$ cat config.mk
export PLATFORM = sky130hd
export DESIGN_NAME = sensor_frame_packetizer
export DESIGN_NICKNAME = d
export VERILOG_FILES = /design/src/rtl/sensor_pkg.sv /design/src/rtl/sc_fifo.sv /design/src/rtl/sensor_frame_packetizer.sv
export SDC_FILE = /design/constraint.sdc
export NUM_CORES = 1
export LEC_CHECK = 0
export CORE_ASPECT_RATIO = 0.8
export CORE_MARGIN = 3
export CORE_UTILIZATION = 35
export DETAILED_ROUTE_END_ITERATION = 7
export PLACE_DENSITY = 0.47
export SYNTH_ARGS = -nofsm -noshare
export SYNTH_HDL_FRONTEND = slang
export SYNTH_SLANG_ARGS = --single-unit
$ cat constraint.sdc
create_clock -name clk -period 3.81 [get_ports clk]
set_input_delay 0.381 -clock clk [delete_from_list [all_inputs] [get_ports clk]]
set_output_delay 0.381 -clock clk [all_outputs]
set_load 0.02 [all_outputs]
$ cat src/rtl/sensor_pkg.sv
// Shared types for the sensor algorithm path: sample width, header layout and the ST beat carried by the packet FIFO.
package sensor_pkg;
  localparam int SAMPLE_W = 16;
  localparam logic [3:0] HDR_MAGIC = 4'hA;
  localparam int FRAME_CNT_W = 12;

  typedef struct packed {
    logic                sop;
    logic                eop;
    logic [SAMPLE_W-1:0] data;
  } st_beat_t;

  function automatic logic [SAMPLE_W-1:0] hdr_word(input logic [FRAME_CNT_W-1:0] cnt);
    return {HDR_MAGIC, cnt};
  endfunction
endpackage

$ cat src/rtl/sc_fifo.sv
// Single-clock show-ahead FIFO: rd_data shows the head combinationally, the head pops on rd_en.
// Writes when full and reads when empty are ignored; DEPTH must be a power of two.
module sc_fifo #(
  parameter int WIDTH  = 18,
  parameter int DEPTH  = 32,
  parameter int ADDR_W = $clog2(DEPTH)
) (
  input  logic              clk,
  input  logic              rst_n,
  input  logic              wr_en,
  input  logic [WIDTH-1:0]  wr_data,
  input  logic              rd_en,
  output logic [WIDTH-1:0]  rd_data,
  output logic              empty,
  output logic              full,
  output logic [ADDR_W:0]   count
);
  logic [WIDTH-1:0]  mem_q [DEPTH];
  logic [ADDR_W-1:0] wr_ptr_q, wr_ptr_d;
  logic [ADDR_W-1:0] rd_ptr_q, rd_ptr_d;
  logic [ADDR_W:0]   count_q, count_d;
  logic              do_wr, do_rd;

  assign empty   = (count_q == '0);
  assign full    = (count_q == (ADDR_W+1)'(DEPTH));
  assign count   = count_q;
  assign rd_data = mem_q[rd_ptr_q];

  always_comb begin
    do_wr    = wr_en && !full;
    do_rd    = rd_en && !empty;
    wr_ptr_d = wr_ptr_q + ADDR_W'(do_wr);
    rd_ptr_d = rd_ptr_q + ADDR_W'(do_rd);
    count_d  = count_q + (ADDR_W+1)'(do_wr) - (ADDR_W+1)'(do_rd);
  end

  always_ff @(posedge clk or negedge rst_n) begin
    if (!rst_n) begin
      wr_ptr_q <= '0;
      rd_ptr_q <= '0;
      count_q  <= '0;
    end else begin
      wr_ptr_q <= wr_ptr_d;
      rd_ptr_q <= rd_ptr_d;
      count_q  <= count_d;
    end
  end

  // Storage is not reset; emptiness is tracked by count_q alone.
  always_ff @(posedge clk) begin
    if (do_wr) mem_q[wr_ptr_q] <= wr_data;
  end
endmodule

$ cat src/rtl/sensor_frame_packetizer.sv
// Frames each trigger into header + FRAME_LEN samples; header lands in the FIFO one edge after frame_start.
// FIFO space is reserved at acceptance, so output backpressure never truncates a packet; unfit frames are dropped whole.
module sensor_frame_packetizer
  import sensor_pkg::*;
#(
  parameter int FRAME_LEN  = 8,
  parameter int FIFO_DEPTH = 32,
  parameter int ADDR_W     = $clog2(FIFO_DEPTH)
) (
  input  logic                clk,
  input  logic                rst,
  input  logic                frame_start,
  input  logic [SAMPLE_W-1:0] sample_data,
  input  logic                sample_valid,
  output logic [SAMPLE_W-1:0] data_out_data,
  output logic                data_out_valid,
  input  logic                data_out_ready,
  output logic                data_out_startofpacket,
  output logic                data_out_endofpacket,
  output logic [1:0]          data_out_empty,
  output logic                busy,
  output logic [15:0]         drop_cnt,
  output logic                framing_err
);
  localparam int IDX_W = (FRAME_LEN > 1) ? $clog2(FRAME_LEN) : 1;
  localparam logic [IDX_W-1:0] LAST_IDX = IDX_W'(FRAME_LEN - 1);

  typedef enum logic {IDLE, CAPTURE} state_t;

  state_t                 state_q, state_d;
  logic [IDX_W-1:0]       idx_q, idx_d;
  logic [FRAME_CNT_W-1:0] frame_cnt_q, frame_cnt_d;
  logic [15:0]            drop_cnt_q, drop_cnt_d;
  logic                   framing_err_q, framing_err_d;

  logic                   wr_en, fifo_push, fifo_empty, fifo_full;
  st_beat_t               wr_beat, head;
  logic [ADDR_W:0]        fifo_count;
  logic                   fits;

  // Uses the registered occupancy; a pop in the same cycle is not credited.
  assign fits = (int'(fifo_count) + FRAME_LEN + 1) <= FIFO_DEPTH;

  always_comb begin
    state_d       = state_q;
    idx_d         = idx_q;
    frame_cnt_d   = frame_cnt_q;
    drop_cnt_d    = drop_cnt_q;
    framing_err_d = framing_err_q;
    wr_en         = 1'b0;
    wr_beat       = '0;
    case (state_q)
      IDLE: begin
        if (frame_start) begin
          if (fits) begin
            wr_en        = 1'b1;
            wr_beat.sop  = 1'b1;
            wr_beat.data = hdr_word(frame_cnt_q);
            frame_cnt_d  = frame_cnt_q + 1'b1;
            idx_d        = '0;
            state_d      = CAPTURE;
          end else if (drop_cnt_q != 16'hFFFF) begin
            drop_cnt_d = drop_cnt_q + 16'd1;
          end
        end
      end
      CAPTURE: begin
        if (frame_start) framing_err_d = 1'b1;
        if (sample_valid) begin
          wr_en        = 1'b1;
          wr_beat.eop  = (idx_q == LAST_IDX);
          wr_beat.data = sample_data;
          if (idx_q == LAST_IDX) state_d = IDLE;
          else                   idx_d   = idx_q + 1'b1;
        end
      end
      default: state_d = IDLE;
    endcase
  end

  always_ff @(posedge clk or negedge rst) begin
    if (!rst) begin
      state_q       <= IDLE;
      idx_q         <= '0;
      frame_cnt_q   <= '0;
      drop_cnt_q    <= '0;
      framing_err_q <= 1'b0;
    end else begin
      state_q       <= state_d;
      idx_q         <= idx_d;
      frame_cnt_q   <= frame_cnt_d;
      drop_cnt_q    <= drop_cnt_d;
      framing_err_q <= framing_err_d;
    end
  end

  assign fifo_push = wr_en && !fifo_full;

  sc_fifo #(
    .WIDTH  ($bits(st_beat_t)),
    .DEPTH  (FIFO_DEPTH),
    .ADDR_W (ADDR_W)
  ) u_fifo (
    .clk     (clk),
    .rst_n   (rst),
    .wr_en   (fifo_push),
    .wr_data (wr_beat),
    .rd_en   (data_out_valid && data_out_ready),
    .rd_data (head),
    .empty   (fifo_empty),
    .full    (fifo_full),
    .count   (fifo_count)
  );

  // Head fields are masked when empty so stale storage never shows on the bus.
  assign data_out_valid         = !fifo_empty;
  assign data_out_data          = data_out_valid ? head.data : '0;
  assign data_out_startofpacket = data_out_valid && head.sop;
  assign data_out_endofpacket   = data_out_valid && head.eop;
  assign data_out_empty         = 2'b00;
  assign busy                   = (state_q == CAPTURE);
  assign drop_cnt               = drop_cnt_q;
  assign framing_err            = framing_err_q;
endmodule

**Word-level counts from Yosys, hierarchy flattened**

Memories as Yosys holds them, arrays and structs flattened.
Cells that the tools add are included.

- Mux-type cells: 21
- Bitwise gates (word level): 2
- Reductions and logical operators: 13
- $add $sub $neg: 9
- Equal/unequal tests: 7
- Magnitude comparators: 1

Operators with widths:

| kind | count |
|---|---|
| $mux 16 | 3 |
| $pmux 16 s2 | 1 |
| $mux 17 | 1 |
| $add 16x1->16 const B | 1 |
| $ne 16x16->1 const B | 1 |
| $add 12x1->12 const B | 1 |
| $mux 3 | 4 |
| $add 5x1->5 | 2 |
| $mux 1 | 9 |
| $add 7x1->8 const B | 1 |
| $le 8x6->1 const B | 1 |
| $ne 2x2->1 const B | 4 |
| $reduce_and 4->1 | 2 |
| $add 6x4->7 const B | 1 |
| $add 6x1->6 | 1 |
| $eq 6x6->1 const B | 1 |
| $logic_and 1x1->1 | 6 |
| $logic_not 6->1 | 1 |
| $pmux 3 s2 | 1 |
| $sub 6x1->6 | 1 |
| $pmux 1 s2 | 2 |
| $add 3x1->3 const B | 1 |
| $eq 3x3->1 const B | 1 |
| $reduce_and 3->1 | 1 |
| 3 further kinds | 5 |

- Bits of input ports: 21
- Memories kept: 1
- Output and inout port bits: 39
- RAM bits: 576
- Register bits after elaboration: 49
- Logic and storage cells: 62

Memory list:

| name | depth | bits a word | rd ports | clocked after Yosys merged registers in | write ports | line | text |
|---|---|---|---|---|---|---|---|
| u_fifo.mem_q | 32 | 18 | 1 | 0 | 1 | sc_fifo.sv:18 | `logic [WIDTH-1:0] mem_q [DEPTH];` |

**Depth between registers and ports, before layout**

Gate-level depths: netlist (run 1).

- Word-level depth: 10
- Mapped depth: 18
- Depth with buffers taken out: 16

**Cells and area by module**

Synthesis (run 1) repeated with hierarchy kept, for this count alone.

- Cells, all modules: 1248
- Area total of the unflattened synthesis: 24837.6 sq um

Modules (own cells, without submodules):

| module | area an instance (sq um) | times used | sequential area each (sq um) | cells each |
|---|---|---|---|---|
| sc_fifo | 22907.0 | 1 | 17697.0 | 1062 |
| sensor_frame_packetizer | 1930.6 | 1 | 825.8 | 186 |

**Worst setup path before layout (run 1)**

Ideal clock, no wire load.

- Path kind: register -> register
- From: register u_fifo.count_q[3], in the netlist u_fifo.count[3]
- To: register u_fifo.count_q[4], in the netlist u_fifo.count[4]
- Clock period less this slack: 3.146 ns
- Cell stages (with the launch flop): 19
- Slack: 0.664 ns
- Data required time: 3.688 ns
- Data arrival time: 3.023 ns
- Library setup time: 0.122 ns
- Cell sequence: dfrtp_1 -> inv_1 -> ha_1 -> nor2_1 -> o2111ai_1 -> o21a_1 -> nor3_2 -> buf_2 -> buf_4 -> nor2_1 -> nor2_1 -> ha_1 -> inv_1 -> fa_1 -> inv_1 -> a21oi_1 -> nor2_1 -> nor2_1 -> xnor2_1

- Word-level cells in the longest chain between the ends: 10
- Elaborated cells between the ends (all ways): 16

Ends and longest elaborated chain:

| item | line | text |
|---|---|---|
| start, declared | sc_fifo.sv:21 | `logic [ADDR_W:0] count_q, count_d;` |
| start signal, assigned | sc_fifo.sv:45 | `count_q <= count_d;` |
| $add 6x4->7 | sensor_frame_packetizer.sv:42 | `assign fits = (int'(fifo_count) + FRAME_LEN + 1) <= FIFO_DEPTH;` |
| $add 7x1->8 | sensor_frame_packetizer.sv:42 |  |
| $le 8x6->1 | sensor_frame_packetizer.sv:42 |  |
| $mux 1 | sensor_frame_packetizer.sv:55 | `if (fits) begin` |
| $mux 1 | sensor_frame_packetizer.sv:54 | `if (frame_start) begin` |
| $pmux 1 s2 | sensor_frame_packetizer.sv:52 | `case (state_q)` |
| $logic_and 1x1->1 | sensor_frame_packetizer.sv:97 | `assign fifo_push = wr_en && !fifo_full;` |
| $logic_and 1x1->1 | sc_fifo.sv:30 | `do_wr = wr_en && !full;` |
| $add 6x1->6 | sc_fifo.sv:34 | `count_d = count_q + (ADDR_W+1)'(do_wr) - (ADDR_W+1)'(do_rd);` |
| $sub 6x1->6 * | sc_fifo.sv:34 |  |
| via u_fifo.count_d[4] | sc_fifo.sv:21 |  |

The timed path passes the listed nets; every way through them passes the cells marked *.
A chain may end at the register's enable or synchronous reset.

**Final worst setup path (run 1)**

- From: register u_fifo.rd_ptr_q[0]
- To: output port data_out_data[15]

- Word-level cells in the longest chain between the ends: 2

Ends and longest elaborated chain:

| item | line | text |
|---|---|---|
| start, declared | sc_fifo.sv:20 | `logic [ADDR_W-1:0] rd_ptr_q, rd_ptr_d;` |
| start signal, assigned | sc_fifo.sv:44 | `rd_ptr_q <= rd_ptr_d;` |
| $mem_v2 32x18 | -- |  |
| $mux 16 | sensor_frame_packetizer.sv:117 | `assign data_out_data = data_out_valid ? head.data : '0;` |
| end, declared | sensor_frame_packetizer.sv:15 | `output logic [SAMPLE_W-1:0] data_out_data,` |

Every way passes these cells.

==> impl_metrics.csv, run 1 <==
group,metric,value,unit
grt,grt_pass1_wl,92500,um
critical_path,r2r_slack,550,ps
cts,clock_path_buffers,3,
critical_path,path_cells,"buf_12, buf_4, mux4_2, nor2_1, o31ai_1, o21ai_0, nor2_1, clkdlybuf4s50_1",
timing,hold_violations,0,
timing,period_needed,3770,ps
power,powerDensity,763,mW/mm^2
floorplanning,dieArea,0.0742,mm^2
grt,grt-busiest-layer,"met2",
cts,insertion_delay,600,ps
critical_path,cp_top_family,"buffers and inverters",
synth,syn_inst,1220,
timing,setup_viol,0,
timing,worst_pin_slew,1070,ps
routing,drt-wirelength-per-cell,27.1,um
critical_path,critPathArrivalTime,3380,ps
final_layout,final_cells,2357,
outcome,status,"complete, no violations",
synth,synth-seq-cells,625,
synth,synth-main-ff-cell,"edfxtp_1",
routing,viasPerCell,5.21,
timing,fin_skew,15.2,ps
grt,grt_max_degree,41,
cts,clkSlewWorstSetupHoldPaths,60,ps
floorplanning,start_util,0.357,
power,leakage,9.85,nW
grt,antenna_found_initial,1,
routing,drtAntennaViolNets,0,
critical_path,critPathMaxStageDelay,670,ps
synth,synth-edff-count,576,
critical_path,required,3430,ps
synth,synth.top_cell.area_share,0.697,
grt,met1_usage,0.255,
routing,drc,0,
cts,htreeDepth,3,
flow_run,drv_cap,0,
critical_path,worst_setup_path_start_kind,"register",
critical_path,endpoint_kind,"output port",
synth,post-synth-top-count-cell,"edfxtp_1",
grt,grt_use_met3,0.0358,
critical_path,worst_r2r_path_depth,10,
synth,seq_area_frac_synth,0.746,
floorplanning,io_pins,60,
synth,synth_cell_type_count,49,
final_layout,num-fill-cells,6131,
placed_design,place_congestion,0.752,
synth,yosysWarnings,0,
floorplanning,core,0.0695,mm^2
synth,synth_common_cells,"edfxtp_1, mux4_2, mux2i_1",
cts,cts_sinks,625,
synth,syn-cell-area,0.0248,mm^2
grt,grtUsageMet2,0.264,
timing,fin_crit_sh,0.988,
floorplanning,row_count,86,
hold_path,hp-class,"input port to async pin",
floorplanning,die_h,244,um
critical_path,reg2reg_from,"u_fifo.count[3]",
synth,avgSynthCellArea,20.3,um^2
critical_path,worst-path-buf-inv,3,
routing,wirelength,63900,um
critical_path,crit_top_cell,"nor2_1",
critical_path,critPathMaxFanout,9,
routing,drtIter0Drc,1073,
routing,vias,12300,
cts,cts_tree,"done",
final_layout,layout.nets,1423,
final_layout,stdcell_area,0.0294,mm^2
synth,synthTopCellsByArea,"edfxtp_1, mux4_2, dfrtp_1",
critical_path,critPathKind,"register to output port",
timing,slew_viol_final,0,
timing,max_slew_margin,0.285,
timing,clock.fmax,266,MHz
grt,grt_pass1_vias,12700,
placed_design,placedInstanceArea,0.0272,mm^2
final_layout,drive_gt1_frac,0.260,
placed_design,place_inst,2228,
critical_path,r2r_end,"u_fifo.mem_q[22][11]",
synth,synthArstFlopShare,0.0784,
grt,grt.overflow.total,0,
final_layout,area_growth,18.4,%
floorplanning,die_x,304,um
cts,ctsRootBufferMaster,"clkbuf_16",
placed_design,numPortBuffers,57,
synth,yosys.area.top_type,"edfxtp_1",
routing,dr.pass1.iters,7,
grt,grt_use_total,0.173,
critical_path,slowest_stage,"clkdlybuf4s50_1",
cts,numCtsBuffers,67,
timing,rsz0062_at_grt,"yes",
placed_design,hpwl,37300,um
power,ir_worst_vdd,0.437,mV
## cell usage in the layout (no fill, tap or decap), types with 5 or more instances in the layout
cell,count
clkbuf_1,13
nor3_1,15
bufinv_16,5
a21oi_1,11
clkbuf_16,68
nor2_2,32
nand3_1,19
clkinv_2,11
nor2b_1,11
nand4_1,7
dfrtp_1,46
or2_1,15
a22o_1,13
clkinv_1,15
nor2_1,29
inv_1,12
and3_1,10
inv_6,5
buf_12,21
o22ai_1,29
xnor2_1,18
o21ai_0,6
mux4_2,144
clkdlybuf4s50_1,55
edfxtp_1,576
xor2_1,20
mux2i_1,62
buf_4,68
nand2_1,16
ha_1,21
## routing by layer
metal,part of all wire,wire [um],vias to the layer above
met2,0.46,29400,306
met1,0.47,29900,6581
li1,-,-,5307
met5,0,0,-
met4,0.019,1240,0
met3,0.052,3310,79
## power breakdown
group / switching [mW] / internal (mW) / leakage, nW / total (mW)
Sequential: 0.339 / 8.34 / 5.90 / 8.68
Combinational: 4.13 / 3.30 / 2.92 / 7.43
Clock: 2.66 / 3.67 / 1.04 / 6.33
## flip-flops by register name, summed over array words and instances, names as in the netlist
signal and count:
busy 1, idx_q 3, framing_err 1, u_fifo.count 6, frame_cnt_q 12, u_fifo.mem_q 576
drop_cnt 16, u_fifo.wr_ptr_q 5, u_fifo.rd_ptr_q 5
## metrics by stage
stage	hold slack (ps)	TNS, ps	utilization	power [mW]	setup WS, ps
6_report	378	0	0.423	22.4	44.4
5_1_grt	437	-5.10	0.423	23.6	-5.10
4_1_cts	375	0	0.422	22.7	8.61
3_5_place_dp	460	0	0.391	16.3	524
3_3_place_gp	457	0	0.391	16.2	521
2_1_floorplan	85.4	0	-	13.4	664
## worst max path at each step
stage | start | to | slack, ps | depth (start not counted)
6_report | u_fifo.rd_ptr_q[0] | data_out_data[15] | 40 | 8
2_1_floorplan | u_fifo.count[3] | u_fifo.count[4] | 660 | 18
4_1_cts | u_fifo.rd_ptr_q[0] | data_out_data[1] | 9 | 6
5_1_grt | u_fifo.count[3] | data_out_data[6] | -5 | 8
3_3_place_gp | u_fifo.rd_ptr_q[0] | data_out_data[6] | 520 | 6
3_5_place_dp | u_fifo.rd_ptr_q[0] | data_out_data[7] | 520 | 7
## cell families (layout without fill, tap and decap cells)
family,count (synthesis),after routing,synth area share
flip-flops,625,625,0.746
multiplexers,208,208,0.157
AND/OR/NAND/NOR,176,176,0.0358
AO/OA/AOI/OAI,79,79,0.0210
buffers and inverters,71,282,0.0156
XOR/XNOR,38,38,0.0134
adder cells (fa/ha/maj),22,22,0.0114
other,1,3,0.000151
## cell type report
class                           instances  area [um^2]  share of cell area
Clock buffer                           83         1780              0.0605
Clock inverter                         38          330              0.0112
Timing Repair Buffer                  149         1530              0.0520
Sequential cell                       625        18500               0.631
Tap cell                              924         1160              0.0393
Inverter                               12         45.0             0.00153
Multi-Input combinational cell        525         6020               0.205
Antenna cell                            1         2.50           0.0000851
## what timing repair did
action | 4_1_cts | 5_1_grt
setup endpoints to repair | 16 | 11
hold buffers | 1 | 0
buffers inserted | 4 | 2
gates resized for setup | 1 | 3
endpoints found under the hold margin | 28 | 0
## worst reg2reg max path: stages (launching register included)
cell and delay [ps]:
dfrtp_1 440, inv_1 130, ha_1 240, nor2_1 100, o2111ai_1 100, o21a_1 260, nor3_4 220, buf_12 230
o21ai_1 330, nor2_2 430, buf_4 410
No activity file was read; power rests on OpenSTA's default activity.
==> run 2: changes to the inputs <==
Settings changed: CTS_BUF_LIST set to sky130_fd_sc_hd__clkbuf_16.
==> run 2 against run 1 <==
  * Hold slack worse by 8.6 ps
  * Sequential share of layout area is essentially flat
  * Count of clock-buffer cells in the layout is 15 lower
  * Clock skew shrank 1.7 ps
  * Highest routed layer unchanged
  * Non-clock buffer count stayed put
  * Utilization barely moved
  * Global-route usage about the same
  * Power shrank 0.30%
  * Largest cell class unchanged
  * Die area stayed put
==> impl_metrics.csv, run 2 (same netlist as run 1, synthesis figures left out) <==
group,metric,value,unit
cts,cts_sinks,625,
final_layout,largest_reg_flops,576,
floorplanning,io_pins,60,
critical_path,slowest_stage,"clkdlybuf4s50_1",
hold_path,hp-class,"input port to async pin",
routing,drt-wirelength-per-cell,27.1,um
grt,grt.overflow.total,0,
final_layout,num-fill-cells,6134,
final_layout,drive_gt1_frac,0.259,
critical_path,worst_setup_path_start_kind,"register",
final_layout,antenna_cells,0,
power,intPower,15.2,mW
timing,fin_crit_sh,0.977,
final_layout,final_cell_mix,"edfxtp_1, mux4_2, clkbuf_16, buf_4, mux2i_1",
cts,htreeDepth,3,
final_layout,area_growth,18.3,%
placed_design,numPortBuffers,57,
grt,grt_max_degree,41,
placed_design,hpwl,37300,um
timing,period_needed,3720,ps
critical_path,crit_top_cell,"nor2_1",
floorplanning,dieArea,0.0742,mm^2
floorplanning,start_util,0.357,
critical_path,endpoint_kind,"output port",
final_layout,layout.nets,1423,
routing,dr.pass1.iters,7,
grt,grt_use_total,0.173,
power,ir_worst_vdd,0.436,mV
final_layout,stdcell_area,0.0294,mm^2
critical_path,critPathArrivalTime,3340,ps
cts,cts_tree,"done",
power,powerDensity,761,mW/mm^2
timing,fin_skew,13.5,ps
cts,clkSlewWorstSetupHoldPaths,60,ps
routing,vias,12300,
timing,setup_viol,0,
timing,max_slew_margin,0.285,
power,p_seq_frac,0.388,
grt,grt_pass1_wl,92600,um
timing,worst_pin_slew,1070,ps
floorplanning,die_h,244,um
power,p_clk_frac,0.280,
floorplanning,die_x,304,um
grt,grt_pass1_vias,12700,
power,switchingPower,7.14,mW
grt,antenna_found_initial,1,
power,leakage,9.90,nW
critical_path,critPathKind,"register to output port",
routing,drtIter0Drc,1029,
routing,viasPerCell,5.20,
routing,wirelength,63800,um
critical_path,path_cells,"buf_12, buf_4, mux4_2, nor2_1, o31ai_1, o21ai_0, nor2_1, clkdlybuf4s50_1",
flow_run,drv_cap,0,
final_layout,post-route-util,0.423,
power,swShare,0.319,
routing,drtAntennaViolNets,0,
critical_path,critPathMaxFanout,9,
cts,insertion_delay,600,ps
power,comb_power_share,0.332,
final_layout,final_cells,2356,
final_layout,top_register,"u_fifo.mem_q",
floorplanning,row_count,86,
critical_path,critPathMaxStageDelay,660,ps
cts,ctsRootBufferMaster,"clkbuf_16",
critical_path,required,3430,ps
timing,rsz0062_at_grt,"yes",
routing,drc,0,
timing,hold_violations,0,
cts,numCtsBuffers,67,
timing,clock.fmax,269,MHz
power,power.total,22.4,mW
floorplanning,core,0.0695,mm^2
cts,clock_path_buffers,3,
timing,slew_viol_final,0,
outcome,status,"complete, no violations",
final_layout,final_common_cell,"edfxtp_1",
placed_design,place_inst,2228,
placed_design,placedInstanceArea,0.0272,mm^2
placed_design,place_congestion,0.752,
[run 2: cell type report]
type / count / area [um^2] / share of cell area
sequential: 625 / 18500 / 0.631
clock buffer: 68 / 1700 / 0.0579
tap: 924 / 1160 / 0.0394
timing repair buffer: 149 / 1530 / 0.0520
multi-input combinational: 525 / 6020 / 0.205
clock inverter: 53 / 387 / 0.0132
inverter: 12 / 45.0 / 0.00153
[run 2: metal layers]
| metal | GRT usage | vias up | routed length [um] |
|---|---|---|---|
| met2 | 0.264 | 302 | 29300 |
| met5 | 0 | - | 0 |
| met3 | 0.0360 | 84 | 3380 |
| li1 | - | 5307 | - |
| met1 | 0.254 | 6559 | 29800 |
| met4 | 0.0435 | 0 | 1280 |
[run 2: repair_timing]
action                                  4_1_cts  5_1_grt
hold endpoints to repair                     28        0
endpoints found under the setup margin       16       11
gates resized for setup                       1        3
hold buffers                                  1        0
buffers inserted                              4        2
[run 2: final timing paths]
kind,from,to,slack (ps),cells past startpoint
min in group clk,framing_err,framing_err,460,1
worst min register to register,framing_err,framing_err,460,1
worst max register to register,u_fifo.count[3],u_fifo.mem_q[22][11],540,10
max in group asynchronous,rst,drop_cnt[0],2680,3
worst max-delay path,u_fifo.rd_ptr_q[0],data_out_data[15],90,8
worst min-delay path,rst,frame_cnt_q[3],370,2
[run 2: power groups by stage]
stage,Combinational (mW),Sequential [mW],Clock (mW)
final,7.43,8.68,6.26
after global routing,8.02,8.73,6.74
after CTS,7.52,8.71,6.45
after detailed placement,7.42,8.88,0
after global placement,7.38,8.86,0
after floorplan,4.76,8.68,0
[run 2: metrics by stage]
step | setup TNS (ps) | setup WS (ps) | hold WS (ps)
finish | 0 | 87.3 | 370
global route | -5.43 | -5.43 | 437
CTS | 0 | 9.06 | 375
detailed placement | 0 | 524 | 460
global placement | 0 | 521 | 457
floorplan | 0 | 664 | 85.4
[run 2: worst max-delay path, delay by kind of cell (launching register included)]
family          cells  cell delay [ps]
buf+inv             3             1020
compound gates      2              580
flops               1              500
mux                 1              350
simple gates        2              280
